File: config.mk
export PLATFORM = sky130hd
export DESIGN_NAME = scratchpad_loader
export DESIGN_NICKNAME = d
export VERILOG_FILES = /design/src/rtl/scratchpad_loader_pkg.sv /design/src/rtl/scratchpad_loader_areg.sv /design/src/rtl/scratchpad_loader.sv
export SDC_FILE = /design/constraint.sdc
export NUM_CORES = 1
export LEC_CHECK = 0
export ABC_AREA = 1
export ABC_CLOCK_PERIOD_IN_PS = 6000
export BUFFER_PORTS_ARGS = -buffer_cell sky130_fd_sc_hd__buf_2
export CAP_MARGIN = 20
export CORE_MARGIN = 2
export CORE_UTILIZATION = 48
export CTS_BUF_LIST = sky130_fd_sc_hd__clkbuf_2 sky130_fd_sc_hd__clkbuf_4 sky130_fd_sc_hd__clkbuf_8
export CTS_CLUSTER_SIZE = 10
export DETAILED_ROUTE_END_ITERATION = 8
export GPL_TIMING_DRIVEN = 1
export PLACE_DENSITY = 0.84
export REMOVE_ABC_BUFFERS = 1
export SLEW_MARGIN = 10
export SYNTH_ARGS = -nofsm -noshare
export SYNTH_HDL_FRONTEND = slang
export SYNTH_SLANG_ARGS = --single-unit
File: constraint.sdc
create_clock -name clk -period 6 [get_ports clk]
set_input_delay 0.9 -clock clk [delete_from_list [all_inputs] [get_ports clk]]
set_output_delay 0.9 -clock clk [all_outputs]
set_load 0.02 [all_outputs]
File: src/rtl/scratchpad_loader_pkg.sv
// Shared types and TL-UL constants for the scratchpad loader.
package scratchpad_loader_pkg;

    typedef enum logic [1:0] {
        IDLE,
        ISSUE,
        DRAIN,
        DONE
    } state_e;

    localparam logic [2:0] PUT_FULL = 3'h0;
    localparam logic [2:0] GET      = 3'h4;
    localparam logic [2:0] ACK      = 3'h0;
    localparam logic [2:0] ACK_DATA = 3'h1;
    localparam logic [2:0] SIZE_64  = 3'd3;

    // D-channel opcode a well-behaved responder returns for the command direction.
    function automatic logic [2:0] expected_d_opcode(input logic is_write);
        return is_write ? ACK : ACK_DATA;
    endfunction

endpackage

File: src/rtl/scratchpad_loader_areg.sv
// TL-UL A-channel holding register: one registered beat, reloaded when empty or firing.
module scratchpad_loader_areg
    import scratchpad_loader_pkg::*;
#(
    parameter int TL_AW  = 32,
    parameter int TL_DW  = 64,
    parameter int TL_AIW = 8,
    parameter int TL_SZW = 2
) (
    input  logic              clk,
    input  logic              rst,
    input  logic              load_req,
    input  logic [2:0]        ld_opcode,
    input  logic [TL_AIW-1:0] ld_source,
    input  logic [TL_AW-1:0]  ld_address,
    input  logic [TL_DW-1:0]  ld_data,
    input  logic              a_ready,
    output logic              a_valid,
    output logic [2:0]        a_opcode,
    output logic [2:0]        a_param,
    output logic [TL_SZW-1:0] a_size,
    output logic [TL_AIW-1:0] a_source,
    output logic [TL_AW-1:0]  a_address,
    output logic [7:0]        a_mask,
    output logic [TL_DW-1:0]  a_data,
    output logic              a_corrupt,
    output logic              a_fire,
    output logic              load
);

    logic              avalid_q, avalid_d;
    logic [2:0]        opcode_q, opcode_d;
    logic [TL_SZW-1:0] size_q, size_d;
    logic [TL_AIW-1:0] source_q, source_d;
    logic [TL_AW-1:0]  address_q, address_d;
    logic [7:0]        mask_q, mask_d;
    logic [TL_DW-1:0]  data_q, data_d;

    assign a_fire = avalid_q & a_ready;
    assign load   = load_req & (~avalid_q | a_fire);

    always_comb begin
        avalid_d  = avalid_q;
        opcode_d  = opcode_q;
        size_d    = size_q;
        source_d  = source_q;
        address_d = address_q;
        mask_d    = mask_q;
        data_d    = data_q;
        if (load) begin
            avalid_d  = 1'b1;
            opcode_d  = ld_opcode;
            size_d    = TL_SZW'(SIZE_64);
            source_d  = ld_source;
            address_d = ld_address;
            mask_d    = 8'hFF;
            data_d    = ld_data;
        end else if (a_fire) begin
            avalid_d = 1'b0;
        end
    end

    always_ff @(posedge clk or posedge rst) begin
        if (rst) begin
            avalid_q  <= 1'b0;
            opcode_q  <= '0;
            size_q    <= '0;
            source_q  <= '0;
            address_q <= '0;
            mask_q    <= '0;
            data_q    <= '0;
        end else begin
            avalid_q  <= avalid_d;
            opcode_q  <= opcode_d;
            size_q    <= size_d;
            source_q  <= source_d;
            address_q <= address_d;
            mask_q    <= mask_d;
            data_q    <= data_d;
        end
    end

    assign a_valid   = avalid_q;
    assign a_opcode  = opcode_q;
    assign a_param   = 3'd0;
    assign a_size    = size_q;
    assign a_source  = source_q;
    assign a_address = address_q;
    assign a_mask    = mask_q;
    assign a_data    = data_q;
    assign a_corrupt = 1'b0;

endmodule

File: src/rtl/scratchpad_loader.sv
// TL-UL initiator moving runs of 64-bit words between local streams and a responder.
module scratchpad_loader
    import scratchpad_loader_pkg::*;
#(
    parameter int TL_AW   = 32,
    parameter int TL_DW   = 64,
    parameter int TL_AIW  = 8,
    parameter int TL_SZW  = 2,
    parameter int MAX_OUT = 4,
    parameter int LEN_W   = 16
) (
    input  logic              clk,
    input  logic              rst,
    input  logic              cmd_valid,
    output logic              cmd_ready,
    input  logic              cmd_write,
    input  logic [TL_AW-1:0]  cmd_addr,
    input  logic [LEN_W-1:0]  cmd_len,
    input  logic              wr_valid,
    output logic              wr_ready,
    input  logic [TL_DW-1:0]  wr_data,
    output logic              rd_valid,
    input  logic              rd_ready,
    output logic [TL_DW-1:0]  rd_data,
    output logic [TL_AIW-1:0] rd_tag,
    output logic              done,
    output logic              err,
    output logic [2:0]        master_a_opcode,
    output logic [2:0]        master_a_param,
    output logic [TL_SZW-1:0] master_a_size,
    output logic [TL_AIW-1:0] master_a_source,
    output logic [TL_AW-1:0]  master_a_address,
    output logic [7:0]        master_a_mask,
    output logic [TL_DW-1:0]  master_a_data,
    output logic              master_a_corrupt,
    output logic              master_a_valid,
    input  logic              master_a_ready,
    input  logic [2:0]        master_d_opcode,
    input  logic [2:0]        master_d_param,
    input  logic [TL_SZW-1:0] master_d_size,
    input  logic [TL_AIW-1:0] master_d_source,
    input  logic              master_d_sink,
    input  logic              master_d_denied,
    input  logic [TL_DW-1:0]  master_d_data,
    input  logic              master_d_corrupt,
    input  logic              master_d_valid,
    output logic              master_d_ready
);

    state_e            state_q, state_d;
    logic [TL_AW-1:0]  addr_q, addr_d;
    logic [LEN_W-1:0]  len_q, len_d;
    logic [LEN_W-1:0]  issued_q, issued_d;
    logic [LEN_W-1:0]  fired_q, fired_d;
    logic [LEN_W-1:0]  completed_q, completed_d;
    logic              write_q, write_d;
    logic              err_q, err_d;

    logic              busy, rd_path, d_fire, d_fire_busy, d_bad;
    logic              load_req, load, a_fire;
    logic [LEN_W:0]    in_flight;
    logic [TL_AW-1:0]  beat_addr;
    logic [TL_AIW-1:0] beat_source;
    logic [TL_DW-1:0]  beat_data;
    logic [2:0]        beat_opcode;
    logic              unused_d_fields;

    assign unused_d_fields = ^{master_d_param, master_d_size, master_d_sink};

    assign busy        = (state_q == ISSUE) || (state_q == DRAIN);
    assign rd_path     = busy && (master_d_opcode == ACK_DATA);
    assign rd_valid    = rd_path & master_d_valid;
    assign rd_data     = rd_valid ? master_d_data : '0;
    assign rd_tag      = rd_valid ? master_d_source : '0;
    assign master_d_ready = rd_path ? rd_ready : 1'b1;
    assign d_fire      = master_d_valid & master_d_ready;
    assign d_fire_busy = d_fire & busy;
    assign d_bad       = master_d_denied | master_d_corrupt |
                         (master_d_opcode != expected_d_opcode(write_q));

    // A beat firing this cycle becomes outstanding before the newly loaded one can fire,
    // so it is counted here to keep source IDs unique across the in-flight window.
    assign in_flight = {1'b0, fired_q - completed_q} + (LEN_W+1)'(a_fire);
    assign load_req  = (state_q == ISSUE) && (issued_q < len_q) &&
                       (in_flight < (LEN_W+1)'(MAX_OUT)) && (!write_q || wr_valid);
    assign wr_ready  = write_q & load;

    assign beat_addr   = addr_q + (TL_AW'(issued_q) << 3);
    assign beat_source = TL_AIW'(32'(issued_q) % MAX_OUT);
    assign beat_opcode = write_q ? PUT_FULL : GET;
    assign beat_data   = write_q ? wr_data : '0;

    scratchpad_loader_areg #(
        .TL_AW (TL_AW),
        .TL_DW (TL_DW),
        .TL_AIW(TL_AIW),
        .TL_SZW(TL_SZW)
    ) u_areg (
        .clk       (clk),
        .rst       (rst),
        .load_req  (load_req),
        .ld_opcode (beat_opcode),
        .ld_source (beat_source),
        .ld_address(beat_addr),
        .ld_data   (beat_data),
        .a_ready   (master_a_ready),
        .a_valid   (master_a_valid),
        .a_opcode  (master_a_opcode),
        .a_param   (master_a_param),
        .a_size    (master_a_size),
        .a_source  (master_a_source),
        .a_address (master_a_address),
        .a_mask    (master_a_mask),
        .a_data    (master_a_data),
        .a_corrupt (master_a_corrupt),
        .a_fire    (a_fire),
        .load      (load)
    );

    always_comb begin
        state_d     = state_q;
        addr_d      = addr_q;
        len_d       = len_q;
        write_d     = write_q;
        issued_d    = issued_q;
        fired_d     = fired_q;
        completed_d = completed_q;
        err_d       = err_q;
        case (state_q)
            IDLE: begin
                if (cmd_valid) begin
                    addr_d      = cmd_addr;
                    len_d       = cmd_len;
                    write_d     = cmd_write;
                    issued_d    = '0;
                    fired_d     = '0;
                    completed_d = '0;
                    err_d       = 1'b0;
                    if (cmd_len == '0) begin
                        state_d = DONE;
                    end else if (cmd_addr[2:0] != 3'd0) begin
                        state_d = DONE;
                        err_d   = 1'b1;
                    end else begin
                        state_d = ISSUE;
                    end
                end
            end
            ISSUE, DRAIN: begin
                issued_d    = issued_q + LEN_W'(load);
                fired_d     = fired_q + LEN_W'(a_fire);
                completed_d = completed_q + LEN_W'(d_fire_busy);
                if (d_fire_busy && d_bad) err_d = 1'b1;
                // Going straight to DONE on the last response puts done one cycle after it.
                if (completed_d == len_q) begin
                    state_d = DONE;
                end else if (state_q == ISSUE && issued_q == len_q && !master_a_valid) begin
                    state_d = DRAIN;
                end
            end
            DONE:    state_d = IDLE;
            default: state_d = IDLE;
        endcase
    end

    always_ff @(posedge clk or posedge rst) begin
        if (rst) begin
            state_q     <= IDLE;
            addr_q      <= '0;
            len_q       <= '0;
            write_q     <= 1'b0;
            issued_q    <= '0;
            fired_q     <= '0;
            completed_q <= '0;
            err_q       <= 1'b0;
        end else begin
            state_q     <= state_d;
            addr_q      <= addr_d;
            len_q       <= len_d;
            write_q     <= write_d;
            issued_q    <= issued_d;
            fired_q     <= fired_d;
            completed_q <= completed_d;
            err_q       <= err_d;
        end
    end

    assign cmd_ready = (state_q == IDLE);
    assign done      = (state_q == DONE);
    assign err       = done & err_q;

endmodule

==> flow_summary_export.csv <==
group,metric,value,unit
critical_path,endpoint_kind,"output pin",
clock_tree,clock_sinks,201,
logic_synthesis,yosys_warnings,0,
final_layout,syn2layout_area_growth,22.1,%
sta,fmax,0.205,GHz
final_layout,drive_gt1_share,22.7,%
pwr,p_leak,9.15,nW
logic_synthesis,synth_top_area_cell,"dfrtp_1",
floorplanning,core,0.0259,sq mm
critical_path,cpMostUsedCell,"nor2_1",
sta,grt_setup_unrepaired,"no",
critical_path,path_depth,17,
worst_hold_path,holdPathEnd,"u_areg.a_address[0]$_DFFE_PP0N_",
worst_hold_path,hold_depth,2,
sta,hold_violations,0,
critical_path,cp_top_family,"simple AND/OR/NAND/NOR gates",
sta,setup_tns,0,ns
clock_tree,cts_root_buf,"clkbuf_8",
sta,skew,0.0343,ns
logic_synthesis,synth_seq_cells,201,
critical_path,crit_buf_inv,2,
clock_tree,htree_levels,2,
sta,setup_viol,0,
critical_path,startpoint_type,"flip-flop",
status,outcome,"finished clean",
grt,antenna_found_initial,9,
place,io_buffers,384,
grt,track_usage,29.2,%
final_layout,fill_cells,2398,
critical_path,timing.rr.start,"fired_q[0]$_DFFE_PP0P_",
drt,viasPerCell,5.18,
drt,drt_wl_total,40200,um
clock_tree,cts.repair.resized,0,
place,place_congestion,0.948,
logic_synthesis,yosys-top-cells-area,"dfrtp_1 40%, nand2_1 16%, inv_1 7.5%",
logic_synthesis,syn_area,0.0126,sq mm
sta,relSlewSlack,29.3,%
grt,grt_pass1_wl,65500,um
clock_tree,clk_latency,0.53,ns
logic_synthesis,synth_edf_count,0,
logic_synthesis,synth.avg_cell_area,7.11,sq um
floorplanning,num_rows,59,
final_layout,fin_area,0.0154,sq mm
drt,first_pass_iters,5,
grt,grt_pass1_vias,12800,
critical_path,required,5.10,ns
clock_tree,cts_tree,"yes",
logic_synthesis,async_flop_share,100,%
drt,dr_total_vias,12900,
grt,grt-ovfl-total,0,
drt,drc_errors,0,
final_layout,postLayoutCoreUtil,59.3,%
sta,fin_crit_sh,81.5,%
worst_hold_path,min-delay-start,"addr_q[0]$_DFFE_PP0P_",
sta,worstMarginPinSlew,1.06,ns
final_layout,nets,2400,
logic_synthesis,synth_top_area_share,40.0,%
run,max_cap_violations,0,
critical_path,reg2reg_to,"issued_q[14]$_DFFE_PP0P_",
drt,wl_per_cell,16.1,um
place,post_dp_cell_area,0.0146,sq mm
sta,timing.final.max_slew_violations,0,
clock_tree,cts_made_buffers,35,
floorplanning,ios,403,
clock_tree,cts_buffer_depth,3,
logic_synthesis,synth_ff_type,"dfrtp_1",
clock_tree,hold_buffers,0,
logic_synthesis,yosysUniqueCellTypes,43,
clock_tree,path_clk_slew,0.06,ns
final_layout,stdcell_count,2497,
critical_path,cp_max_fo,41,
critical_path,crit_type,"flip-flop to output pin",
critical_path,cp_slowest_cell,"nand4_4",
floorplanning,die_area,0.0275,sq mm
floorplanning,start_util,48.5,%
sta,period_needed,4.89,ns
logic_synthesis,seq_area_frac_synth,40.0,%
pwr,power_density,453,mW/mm^2
floorplanning,die_w,166,um
logic_synthesis,synthCells,1769,
critical_path,cpPeakStageDelay,0.48,ns
critical_path,r2r_cells,27,
place,dp.cells,2436,
worst_hold_path,hp-class,"flip-flop to flip-flop",
pwr,p_total,6.95,mW
drt,ant_nets,0,
drt,first_iter_violations,1058,
grt,grt_max_degree,117,
critical_path,crit_chain,"inv_1 -> ha_1 -> fa_1 -> nor2_1 -> nand2_1 -> nor2_1 -> nand3_1 -> o21ai_1 -> nand2_1 -> nor2_1 -> nand2_1 -> nor2_1 -> nand3_1 -> nor2_2 -> nand4_4 -> nor2_1 -> buf_2",
pwr,ir_worst_vdd,0.251,mV
floorplanning,die-height,166,um
critical_path,cp_data_arrival_time,3.99,ns
clock_tree,postCtsSetupBuffers,0,
critical_path,rrSetupSlack,1.52,ns
place,hpwlAfterDp,31000,um
==> Yosys cell counts, types with 22 or more instances <==
cell type,count
nor3_1,22
dfrtp_1,201
nand3_1,135
xor2_1,33
ha_1,57
a21oi_1,61
inv_1,252
clkbuf_1,24
nor2_1,175
buf_4,22
nand2_1,550
o21ai_0,59
==> report_power, final <==
group,internal [mW],total [mW],switching (mW)
registers,1.61,1.82,0.212
logic,1.18,3.77,2.58
clock network,0.783,1.36,0.579
total,3.58,6.95,3.37
==> per-stage QoR <==
| stage | setup slack [ns] | hold slack [ns] |
|---|---|---|
| 2_1_floorplan | -0.382 | 0.442 |
| 3_3_place_gp | 1.71 | 0.457 |
| 3_5_place_dp | 1.58 | 0.459 |
| 4_1_cts | 1.06 | 0.475 |
| 5_1_grt | 0.673 | 0.489 |
| 6_report | 1.11 | 0.471 |
==> layout make-up <==
class                   count  area [sq um]  share of cell area [%]
diodes                      3          7.51                  0.0489
clock buffers              50           651                    4.24
clock inverters             8          97.6                   0.635
inverters                 261           987                    6.43
multi-input cells        1246          6180                    40.2
flip-flops and latches    201          5030                    32.8
well taps                 335           419                    2.73
repair buffers            393          1990                    13.0
==> state kept, by name (all words and copies together), names as in the netlist <==
name              count
addr_q               32
completed_q          16
err_q                 1
fired_q              16
issued_q             16
len_q                16
state_q               2
u_areg.a_address     32
u_areg.a_data        64
u_areg.a_mask         1
u_areg.a_opcode       1
u_areg.a_source       2
u_areg.a_valid        1
write_q               1
==> cells by family (layout without fill, tap and decap cells) <==
family	after synthesis	after routing	synth area share, %
AOI/OAI and AO/OA	178	178	7.65
other	1	15	0.0298
DFF	201	201	40.0
xor gates and xnor gates	46	46	3.31
buffers and inverters	333	712	11.3
and+or+nand+nor	951	951	31.7
adders and majority gates	59	59	5.99
==> layer usage <==
layer  GRT usage, %  up-vias  share of wire [%]
met3           7.03      101                8.5
met5              0        -               0.14
met2           50.7      581                 48
met4           10.5       10                3.5
met1           35.5     5987                 40
li1               -     6263                  -
==> worst register-to-register path: stages (launching register included) <==
cell and delay, ns:
dfrtp_1 0.36, inv_1 0.06, ha_1 0.22, fa_1 0.42, nor2_1 0.09, nand2_1 0.10, nor2_1 0.18, nand3_1 0.14
o21ai_1 0.12, nand2_1 0.06, nor2_1 0.14, nand2_1 0.09, nor2_1 0.10, nand3_1 0.08, nor2_2 0.23, nand3_2 0.17
nor2_8 0.13, ha_1 0.18, nand2_1 0.09, nor2_1 0.10, nand2_1 0.09, nor2_1 0.12, inv_1 0.08, nor2_1 0.20
nand4_1 0.20, nor2_1 0.26, nand3_1 0.12, a221oi_1 0.25
==> layout by cell type, fill, tap and decap left out, types with 2 or more instances in the layout <==
master      count
nand3_1       135
nand2_2         6
nand4_1        21
a21oi_1        61
o22ai_1        16
nor4_1         10
o211ai_1        2
nor2_1        175
conb_1         12
dfrtp_1       200
a211oi_1        2
o21a_1          8
or2_2           5
and2_1          2
clkinvlp_4      3
clkbuf_8       44
buf_4           9
inv_1         250
buf_2         384
clkinv_2        3
ha_1           57
o31ai_1         3
o21ai_0        59
inv_2          10
a31oi_1         3
nor3b_1         2
nand3_2         4
nor2_4          2
nor3_1         22
o21ai_1        21
fa_1            2
nand2_1       550
xnor2_1        12
and3_1          3
nor2_2          7
bufinv_16       2
clkbuf_4        6
nand3b_1        5
diode_2         3
xor2_1         33
==> how the worst max path moves through the flow <==
stage | slack, ns | start | end
after floorplan | -0.38 | rst | addr_q[0]$_DFFE_PP0P_
after global placement | 1.71 | fired_q[0]$_DFFE_PP0P_ | issued_q[14]$_DFFE_PP0P_
after detailed placement | 1.58 | fired_q[0]$_DFFE_PP0P_ | issued_q[14]$_DFFE_PP0P_
after CTS | 1.06 | fired_q[0]$_DFFE_PP0P_ | wr_ready
after global routing | 0.67 | fired_q[0]$_DFFE_PP0P_ | wr_ready
final | 1.11 | fired_q[0]$_DFFE_PP0P_ | wr_ready
Power figures use the tool's default switching activity.
